==> config.mk <==
export PLATFORM = sky130hd
export DESIGN_NAME = apb_completer_regbank_flat
export DESIGN_NICKNAME = d
export VERILOG_FILES = /design/src/rtl/apb_completer_regbank_pkg.sv /design/src/rtl/apb_completer_regbank_if.sv /design/src/rtl/apb_completer_regbank_reg_bank.sv /design/src/rtl/apb_completer_regbank.sv /design/src/flat_wrapper.sv
export SDC_FILE = /design/constraint.sdc
export NUM_CORES = 1
export LEC_CHECK = 0
export CAP_MARGIN = 10
export CELL_PAD_IN_SITES_DETAIL_PLACEMENT = 1
export CELL_PAD_IN_SITES_GLOBAL_PLACEMENT = 1
export CORE_AREA = 2 2 242 244
export DETAILED_ROUTE_END_ITERATION = 16
export DIE_AREA = 0 0 244 246
export PLACE_DENSITY = 0.85
export SKIP_CTS_REPAIR_TIMING = 1
export SYNTH_ARGS = -nofsm -noshare
export SYNTH_HDL_FRONTEND = slang
export SYNTH_SLANG_ARGS = --single-unit
export TNS_END_PERCENT = 10
==> constraint.sdc <==
create_clock -name pclk -period 33.7 [get_ports pclk]
set_input_delay 6.74 -clock pclk [delete_from_list [all_inputs] [get_ports pclk]]
set_output_delay 6.74 -clock pclk [all_outputs]
set_load 0.1 [all_outputs]
==> src/rtl/apb_completer_regbank_pkg.sv <==
// Shared types and constants for the APB completer register bank.
// Latency: n/a (types only).
// Backpressure: n/a.
package AXI_to_APB;

    // Completer transfer state: waiting for SETUP, or inside the ACCESS phase.
    typedef enum logic {
        APB_IDLE   = 1'b0,
        APB_ACCESS = 1'b1
    } apb_state_t;

    localparam logic       APB_OKAY     = 1'b0;
    localparam logic       APB_SLVERR   = 1'b1;
    localparam logic [2:0] APB_NO_SLAVE = 3'd0;

endpackage

==> src/rtl/apb_completer_regbank_if.sv <==
// APB bus bundle between the bridge (master) and one completer (slave).
// Latency: n/a (wires only).
// Backpressure: completer stretches ACCESS by holding pready low.
// Signals: psel (encoded select), penable, pwrite, paddr, pwdata toward the completer;
//          prdata, pready, pslverr back toward the master.
interface apb_completer_regbank_if #(
    parameter int ADDR_WIDTH = 32,
    parameter int DATA_WIDTH = 32
);
    logic [2:0]            psel;
    logic                  penable;
    logic                  pwrite;
    logic [ADDR_WIDTH-1:0] paddr;
    logic [DATA_WIDTH-1:0] pwdata;
    logic [DATA_WIDTH-1:0] prdata;
    logic                  pready;
    logic                  pslverr;

    modport master (
        output psel, penable, pwrite, paddr, pwdata,
        input  prdata, pready, pslverr
    );

    modport slave (
        input  psel, penable, pwrite, paddr, pwdata,
        output prdata, pready, pslverr
    );
endinterface

==> src/rtl/apb_completer_regbank_reg_bank.sv <==
// Register storage: reg0 = constant ID, reg1 = saturating error counter, reg2.. = read/write.
// Latency: writes visible on o_reg_q one cycle after i_wr_en; read port is combinational.
// Backpressure: none, a write is taken whenever i_wr_en is high.
// Ports: pclk/preset; i_wr_en/i_wr_idx/i_wr_dat write port; i_err_inc counter bump;
//        i_rd_idx -> o_rd_dat read port; o_reg_q flat view of every word.
module apb_reg_bank #(
    parameter int                   NUM_REGS   = 16,
    parameter int                   DATA_WIDTH = 32,
    parameter logic [DATA_WIDTH-1:0] ID_VALUE  = 32'hA9B0_0001,
    localparam int                  IDX_W      = $clog2(NUM_REGS)
) (
    input  logic                           pclk,
    input  logic                           preset,
    input  logic                           i_wr_en,
    input  logic [IDX_W-1:0]               i_wr_idx,
    input  logic [DATA_WIDTH-1:0]          i_wr_dat,
    input  logic                           i_err_inc,
    input  logic [IDX_W-1:0]               i_rd_idx,
    output logic [DATA_WIDTH-1:0]          o_rd_dat,
    output logic [NUM_REGS*DATA_WIDTH-1:0] o_reg_q
);
    logic [DATA_WIDTH-1:0] w_words [NUM_REGS];
    logic [7:0]            r_err_cnt;

    always_ff @(posedge pclk or posedge preset) begin
        if (preset) begin
            r_err_cnt <= 8'h00;
        end else if (i_err_inc && (r_err_cnt != 8'hFF)) begin
            r_err_cnt <= r_err_cnt + 8'h01;
        end
    end

    for (genvar n = 0; n < NUM_REGS; n++) begin : g_word
        if (n == 0) begin : g_id
            assign w_words[n] = ID_VALUE;
        end else if (n == 1) begin : g_err
            assign w_words[n] = {{(DATA_WIDTH-8){1'b0}}, r_err_cnt};
        end else begin : g_rw
            logic [DATA_WIDTH-1:0] r_q;
            always_ff @(posedge pclk or posedge preset) begin
                if (preset) begin
                    r_q <= '0;
                end else if (i_wr_en && (i_wr_idx == IDX_W'(n))) begin
                    r_q <= i_wr_dat;
                end
            end
            assign w_words[n] = r_q;
        end
        assign o_reg_q[n*DATA_WIDTH +: DATA_WIDTH] = w_words[n];
    end

    assign o_rd_dat = w_words[i_rd_idx];
endmodule

==> src/rtl/apb_completer_regbank.sv <==
// APB completer: decodes encoded psel, serves a local register bank, adds wait states, flags errors.
// Latency: pready in ACCESS cycle WAIT_STATES+1 after SETUP, so 2+WAIT_STATES cycles per transfer.
// Backpressure: holds pready low for WAIT_STATES cycles; a dropped psel/penable aborts the transfer.
// Ports: pclk/preset; apb (slave modport) bus; reg_q flat register contents, reg n at [n*DW +: DW].
module apb_completer_regbank
    import AXI_to_APB::*;
#(
    parameter int                    ADDR_WIDTH  = 32,
    parameter int                    DATA_WIDTH  = 32,
    parameter logic [2:0]            SLAVE_ID    = 3'd1,
    parameter logic [ADDR_WIDTH-1:0] BASE_ADDR   = 32'h0000_0000,
    parameter int                    NUM_REGS    = 16,
    parameter int                    WAIT_STATES = 0,
    parameter logic [DATA_WIDTH-1:0] ID_VALUE    = 32'hA9B0_0001
) (
    input  logic                           pclk,
    input  logic                           preset,
    apb_completer_regbank_if.slave         apb,
    output logic [NUM_REGS*DATA_WIDTH-1:0] reg_q
);
    localparam int                    IDX_W     = $clog2(NUM_REGS);
    localparam logic [ADDR_WIDTH-1:0] WIN_BYTES = ADDR_WIDTH'(NUM_REGS * 4);

    apb_state_t            r_state;
    apb_state_t            w_state_nxt;
    logic                  r_pwrite;
    logic                  r_err;
    logic [IDX_W-1:0]      r_idx;
    logic [DATA_WIDTH-1:0] r_wdata;
    logic [DATA_WIDTH-1:0] r_rd_data;
    logic [3:0]            r_wait_cnt;

    logic                  w_sel;
    logic                  w_setup;
    logic                  w_ready;
    logic                  w_done;
    logic                  w_wait_inc;
    logic [ADDR_WIDTH-1:0] w_offset;
    logic [IDX_W-1:0]      w_idx;
    logic                  w_dec_err;
    logic [DATA_WIDTH-1:0] w_rd_dat;

    // psel 0 means "nobody", so it can never match even if SLAVE_ID were misconfigured to 0.
    assign w_sel = (apb.psel != APB_NO_SLAVE) && (apb.psel == SLAVE_ID);

    // Offset wraps when paddr < BASE_ADDR; that case is caught by the explicit compare below.
    assign w_offset  = apb.paddr - BASE_ADDR;
    assign w_idx     = w_offset[IDX_W+1:2];
    assign w_dec_err = (apb.paddr < BASE_ADDR)
                    || (w_offset >= WIN_BYTES)
                    || (apb.paddr[1:0] != 2'b00)
                    || (apb.pwrite && (w_idx < IDX_W'(2)));

    always_ff @(posedge pclk or posedge preset) begin
        if (preset) begin
            r_state <= APB_IDLE;
        end else begin
            r_state <= w_state_nxt;
        end
    end

    always_comb begin
        w_state_nxt = r_state;
        w_setup     = 1'b0;
        w_ready     = 1'b0;
        w_done      = 1'b0;
        w_wait_inc  = 1'b0;
        case (r_state)
            APB_IDLE: begin
                if (w_sel && !apb.penable) begin
                    w_setup     = 1'b1;
                    w_state_nxt = APB_ACCESS;
                end
            end
            APB_ACCESS: begin
                w_ready = (r_wait_cnt == 4'(WAIT_STATES));
                if (w_sel && apb.penable) begin
                    if (w_ready) begin
                        w_done      = 1'b1;
                        w_state_nxt = APB_IDLE;
                    end else begin
                        w_wait_inc  = 1'b1;
                    end
                end else begin
                    // Master abandoned the transfer: drop it without side effects.
                    w_state_nxt = APB_IDLE;
                end
            end
            default: w_state_nxt = APB_IDLE;
        endcase
    end

    // Everything the ACCESS phase needs is captured at SETUP, so later bus changes are ignored.
    always_ff @(posedge pclk or posedge preset) begin
        if (preset) begin
            r_pwrite   <= 1'b0;
            r_err      <= 1'b0;
            r_idx      <= '0;
            r_wdata    <= '0;
            r_rd_data  <= '0;
            r_wait_cnt <= 4'd0;
        end else if (w_setup) begin
            r_pwrite   <= apb.pwrite;
            r_err      <= w_dec_err;
            r_idx      <= w_idx;
            r_wdata    <= apb.pwdata;
            r_rd_data  <= w_dec_err ? '0 : w_rd_dat;
            r_wait_cnt <= 4'd0;
        end else if (w_wait_inc) begin
            r_wait_cnt <= r_wait_cnt + 4'd1;
        end
    end

    assign apb.pready  = w_ready;
    assign apb.pslverr = (w_ready && r_err) ? APB_SLVERR : APB_OKAY;
    assign apb.prdata  = (r_pwrite || r_err) ? '0 : r_rd_data;

    apb_reg_bank #(
        .NUM_REGS   (NUM_REGS),
        .DATA_WIDTH (DATA_WIDTH),
        .ID_VALUE   (ID_VALUE)
    ) u_reg_bank (
        .pclk      (pclk),
        .preset    (preset),
        .i_wr_en   (w_done && r_pwrite && !r_err),
        .i_wr_idx  (r_idx),
        .i_wr_dat  (r_wdata),
        .i_err_inc (w_done && r_err),
        .i_rd_idx  (w_idx),
        .o_rd_dat  (w_rd_dat),
        .o_reg_q   (reg_q)
    );
endmodule

==> src/flat_wrapper.sv <==
// flat-port wrapper written by rule: the top's interface ports become plain ports
module apb_completer_regbank_flat import AXI_to_APB::*;
#(
    parameter int                    ADDR_WIDTH  = 32,
    parameter int                    DATA_WIDTH  = 32,
    parameter logic [2:0]            SLAVE_ID    = 3'd1,
    parameter logic [ADDR_WIDTH-1:0] BASE_ADDR   = 32'h0000_0000,
    parameter int                    NUM_REGS    = 16,
    parameter int                    WAIT_STATES = 0,
    parameter logic [DATA_WIDTH-1:0] ID_VALUE    = 32'hA9B0_0001
)
  (pclk, preset, reg_q, apb_psel, apb_penable, apb_pwrite, apb_paddr, apb_pwdata, apb_prdata, apb_pready, apb_pslverr);
  apb_completer_regbank_if #(.ADDR_WIDTH(ADDR_WIDTH), .DATA_WIDTH(DATA_WIDTH)) apb_i ();
  input  logic pclk;
  input  logic preset;
  output logic [NUM_REGS*DATA_WIDTH-1:0] reg_q;
  input wire logic [$bits(apb_i.psel)-1:0] apb_psel;
  input wire logic [$bits(apb_i.penable)-1:0] apb_penable;
  input wire logic [$bits(apb_i.pwrite)-1:0] apb_pwrite;
  input wire logic [$bits(apb_i.paddr)-1:0] apb_paddr;
  input wire logic [$bits(apb_i.pwdata)-1:0] apb_pwdata;
  output wire logic [$bits(apb_i.prdata)-1:0] apb_prdata;
  output wire logic [$bits(apb_i.pready)-1:0] apb_pready;
  output wire logic [$bits(apb_i.pslverr)-1:0] apb_pslverr;
  assign apb_i.psel = apb_psel;
  assign apb_i.penable = apb_penable;
  assign apb_i.pwrite = apb_pwrite;
  assign apb_i.paddr = apb_paddr;
  assign apb_i.pwdata = apb_pwdata;
  assign apb_prdata = apb_i.prdata;
  assign apb_pready = apb_i.pready;
  assign apb_pslverr = apb_i.pslverr;
  apb_completer_regbank #(.ADDR_WIDTH(ADDR_WIDTH), .DATA_WIDTH(DATA_WIDTH), .SLAVE_ID(SLAVE_ID), .BASE_ADDR(BASE_ADDR), .NUM_REGS(NUM_REGS), .WAIT_STATES(WAIT_STATES), .ID_VALUE(ID_VALUE)) u_core (.pclk(pclk), .preset(preset), .apb(apb_i), .reg_q(reg_q));
endmodule
# Word level (Yosys, flattened, before mapping)
# Cells that the tools add are included.
# word_totals
reg_bits	531
in_bits	71
word_cells	97
# classes
addsub	2
magnitude_cmp	4
eq_ne	16
n_mux	18
bitwise	2
reduce_logical	33
# op_table
op	count
binary-select mux 32 bit (select 4 bit)	1
two-way mux 32 bit	4
== test 4 bit (second input constant)	8
greater-or-equal comparator 32 x 7 -> 1 bit (second input constant)	1
< comparator 32 x 1 -> 1 bit (second input constant)	1
logical AND 1 bit	23
== test 4 x 3 -> 1 bit (second input constant)	4
two-way mux 1 bit	10
adder 8 x 1 -> 8 bit (second input constant)	1
== test 4 x 2 -> 1 bit (second input constant)	2
two-way mux 4 bit	2
!= test 8 bit (second input constant)	1
greater-or-equal comparator 5 bit (second input constant)	1
inverter 4 -> 5 bit	1
adder 4 x 1 -> 4 bit (second input constant)	1
zero test 4 bit	1
logical OR 1 bit	4
< comparator 4 x 2 -> 1 bit (second input constant)	1
nonzero test 2 bit	2
== test 3 x 1 -> 1 bit (second input constant)	1
nonzero test 3 bit	1
zero test 1 bit	2
one-hot mux 1 bit (2 select lines)	1
inverter 1 bit	1

# Depth between registers and ports, before layout
# depth
depth_word	8
ltp_mapped	9

# Modules after synthesis
# Synthesis repeated with hierarchy kept, for this count alone.
# unflattened
cells_unflattened	1850
hier_area_um2	24597.3
# by_module_without_submodules
mod	instances	cells_per_inst	area_per_inst_um2	seq_area_each_um2
apb_reg_bank	1	1475	21301.7	11410.9
apb_completer_regbank	1	375	3295.7	1876.8

# Worst setup path after synthesis
# No wires, ideal clock.
# synth_timing
path_type	register to output
startpoint	reg u_core.r_wait_cnt[0]
endpoint	out apb_pslverr
arrival_ps	2159
required_time_ps	26960
path_slack_ps	24801
path_stages_with_launch	6
n_path_buf	1
cell_sequence	dfrtp_1 inv_1 ha_1 nor4bb_1 buf_2 and2_1
# synth_between
elab_chain_cells	4
# synth_rtl
item	line_no	rtl
from (decl)	apb_completer_regbank.sv:31	logic [3:0] r_wait_cnt;
from (signal assigned)	apb_completer_regbank.sv:110	r_wait_cnt <= r_wait_cnt + 4'd1;
zero test 4 bit	apb_completer_regbank.sv:76	w_ready = (r_wait_cnt == 4'(WAIT_STATES));
two-way mux 1 bit	apb_completer_regbank.sv:68	case (r_state)
net apb_pready	flat_wrapper.sv:23	output wire logic [$bits(apb_i.pready)-1:0] apb_pready;
logical AND 1 bit	apb_completer_regbank.sv:115	assign apb.pslverr = (w_ready && r_err) ? APB_SLVERR : APB_OKAY;
two-way mux 1 bit	apb_completer_regbank.sv:115	
to (decl)	flat_wrapper.sv:24	output wire logic [$bits(apb_i.pslverr)-1:0] apb_pslverr;
# The timed path passes the listed nets, and every way through them passes these cells.

# Worst setup path after layout
# layout_timing
startpoint	reg u_core.r_err
endpoint	out apb_prdata[18]
# layout_between
elab_chain_cells	2
# layout_rtl
item	line_no	rtl
from (decl)	apb_completer_regbank.sv:27	logic r_err;
from (signal assigned)	apb_completer_regbank.sv:104	r_err <= w_dec_err;
logical OR 1 bit	apb_completer_regbank.sv:116	assign apb.prdata = (r_pwrite || r_err) ? '0 : r_rd_data;
two-way mux 32 bit	apb_completer_regbank.sv:116	
to (decl)	flat_wrapper.sv:22	output wire logic [$bits(apb_i.prdata)-1:0] apb_prdata;
# No other way between the ends.

==> flow_metrics.tcl <==
set metrics [dict create \
    rows 88 \
    peakVddDrop_uv 35.49 \
    clk-insertion-delay-late_ps 620 \
    path_buf_inv 1 \
    rsz0062_at_grt "false" \
    p_per_area_nw_per_um2 44.23 \
    path_clk_slew_ps 60 \
    top_usage_layer "met2" \
    wirelength_mm 95.47 \
    synth_edf_count 0 \
    crit_path_end_kind "primary output" \
    die_y_um 246 \
    portBuffers 560 \
    hp-class "reg2reg" \
    cts_root_buf "clkbuf_16" \
    use_met2_pct 53.45 \
    drc 0 \
    die-area_um2 60020 \
    n_antenna_cell 0 \
    fmax_ghz 0.09763 \
    ctsLongestPathBuffers 3 \
    mostFrequentLayoutCells "clkdlybuf4s50_1 (555), dfrtp_1 (531), mux2_2 (462), nand2_1 (154), mux2i_1 (74)" \
    grt_pass1_wl_mm 140.1 \
    maxCapViolCount 0 \
    worstPathRequired_ps 26960 \
    regToRegSetupSlack_ps 30290 \
    postPlaceCellArea_um2 30450 \
    final_nets 2373 \
    setup_tns_ps 0 \
    yosysWarnings 0 \
    synth_cell_types 54 \
    antenna_found_initial 1 \
    seq_area_frac_synth_pct 54.39 \
    grt_util_met3_pct 6.895 \
    finClkSkew_ps 12.67 \
    place_congestion 0.8565 \
    drt_iter0_drc 1305 \
    synth_top_flop_cell "dfrtp_1" \
    fp.dieW_um 244 \
    p_total_mw 1.432 \
    numCtsBuffers 56 \
    instances_no_fill 3111 \
    outcome "finished clean" \
    dpl.hpwl_mm 63.41 \
    syn_to_final_growth_pct 32.55 \
    grt_max_degree 171 \
    maxSlewHeadroom_pct 19.77 \
    cp_cell_sequence "nor2_4, and2_1, clkdlybuf4s50_1" \
    tritoncts "yes" \
    worst_pin_slew_ps 1201 \
    slowest_stage "clkdlybuf4s50_1" \
    crit_path_start_kind "flip-flop" \
    drive_gt1_share_pct 29.16 \
    use_met1_pct 39.05 \
    synthArstFlopShare_pct 100.0 \
    crit_fanout 32 \
    initial_utilization_pct 42.58 \
    post-route-period-util_pct 30.39 \
    crit_type "reg2out" \
    cpPeakStageDelay_ps 1160 \
    cts_htree_levels 2 \
    crit_family "simple AND/OR/NAND/NOR gates" \
    wl_per_cell_um 30.69 \
    n_fill_cell 5542 \
    drtAntennaViolNets 0 \
    fp.coreArea_um2 57370 \
    dr.pass1.iters 5 \
    viasPerCell 5.879 \
    ys_ff_latch 531 \
    hold_viol 0 \
    cts_sinks 531 \
    num_io_pins 617 \
    syn_inst 1799 \
    grt_remaining_overflow 0 \
    fin_area_um2 32380 \
    netlist_area_um2 24430 \
    setup_viol 0 \
    slew_viol_final 0 \
    leakage_nw 15.04 \
    synth.avg_cell_area_um2 13.58 \
    placed_cells 3006 \
    layout_commonest_cell "clkdlybuf4s50_1" \
    vias 18290 \
    whs_ps 485.1 \
    cp.arrival_ps 3500 \
    grt_pass1_vias 20080 \
    fin_crit_ps 10240 \
    grt_use_total_pct 31.60 \
]
## cell usage after synthesis (2+ instances only)
cell,number,area [um^2]
o221ai_1,24,210.2
inv_1,11,41.29
o31ai_1,8,60.06
conb_1,2,7.510
nor2b_1,4,25.02
clkbuf_1,84,315.3
nand3b_1,3,22.52
and2_1,33,206.5
or3_1,3,18.77
buf_6,6,67.56
mux2_1,16,180.2
dfrtp_1,531,13290
nor2_1,26,97.59
nor3_1,12,60.06
mux2i_1,74,740.7
nand2b_1,5,31.28
ha_1,3,37.54
nand2_1,154,578.1
nand3_1,13,65.06
o21ai_0,9,45.04
xor2_1,9,78.83
nand4_1,4,25.02
mux4_2,58,1306
o31ai_2,9,112.6
buf_2,49,245.2
a211oi_1,17,127.6
buf_4,56,420.4
a21oi_1,24,120.1
o22ai_1,7,43.79
a22o_1,7,61.31
nor4_1,10,62.56
mux2_2,462,5202
a22oi_1,8,60.06
a221oi_1,7,61.31
a32o_1,14,140.1
nand4b_1,2,17.52
nor3b_1,2,15.01
buf_1,11,41.29
a211o_1,7,61.31
## cells by family (layout without fill, tap and decap cells)
family,Yosys count,in the layout,share of synthesized area (%)
compound gates,144,144,4.615
xor+xnor,10,10,0.3586
fa+ha+maj,3,3,0.1537
buf+inv,218,711,4.646
flops,531,531,54.39
mux,610,610,30.41
other cells,2,56,0.03074
simple gates,281,281,5.388
## power by group
part | total [mW] | internal, mW | leakage [nW] | switching [mW]
registers | 0.685 | 0.646 | 7.37 | 0.0387
clock network | 0.650 | 0.382 | 0.960 | 0.268
logic | 0.0971 | 0.0237 | 6.71 | 0.0734
## flip-flops by register name, indices dropped and copies added (netlist names)
register / flops
u_core.r_err: 1
u_core.r_idx: 4
u_core.r_pwrite: 1
u_core.r_rd_data: 32
u_core.r_state: 1
u_core.r_wait_cnt: 4
u_core.r_wdata: 32
u_core.u_reg_bank.g_word.g_rw.r_q: 448
u_core.u_reg_bank.r_err_cnt: 8
## final timing paths
check / from / end / cells after the start
setup / recovery: u_core.r_err$_DFFE_PP0P_ / apb_prdata[18] / 3
max in group asynchronous: preset / u_core.r_rd_data[22]$_DFFE_PP0P_ / 4
hold / removal: u_core.r_rd_data[28]$_DFFE_PP0P_ / u_core.r_rd_data[28]$_DFFE_PP0P_ / 2
hold reg to reg: u_core.r_rd_data[28]$_DFFE_PP0P_ / u_core.r_rd_data[28]$_DFFE_PP0P_ / 2
setup reg to reg: u_core.r_wait_cnt[0]$_DFFE_PP0P_ / u_core.u_reg_bank.g_word[14].g_rw.r_q[26]$_DFFE_PP0P_ / 8
min in group asynchronous: preset / u_core.u_reg_bank.g_word[4].g_rw.r_q[0]$_DFFE_PP0P_ / 2
## cell type report
class	instances	area, um^2	share of cell area, %
Sequential cell	531	13290	41.04
Inverter	12	52.55	0.1623
Tap cell	765	957.2	2.956
Timing Repair Buffer	594	5868	18.12
Clock buffer	86	1725	5.329
Clock inverter	19	207.7	0.6414
Multi-Input combinational cell	1104	10280	31.75
## stage by stage
| step | setup slack (ps) | util [%] |
|---|---|---|
| 4_1_cts | 23460 | 56.45 |
| 3_5_place_dp | 23610 | 53.08 |
| 3_3_place_gp | 23740 | 53.08 |
| 2_1_floorplan | 12120 | - |
| 6_report | 23460 | 56.45 |
| 5_1_grt | 23370 | 56.45 |
## routing by layer
layer / share of wire [%] / routed length, um
met1: 39 / 37140
met2: 50 / 47340
met4: 4.4 / 4155
met5: 0.014 / 13
met3: 7.1 / 6814
## worst reg2reg max path: stages (launching register included)
cell and delay, ps:
dfrtp_1 400, inv_1 110, ha_1 180, nor4bb_1 360, buf_4 220, nand3b_1 190
nor3_2 820, buf_4 580, mux2_2 440
Note: power is estimated with default switching activity, not from simulation.
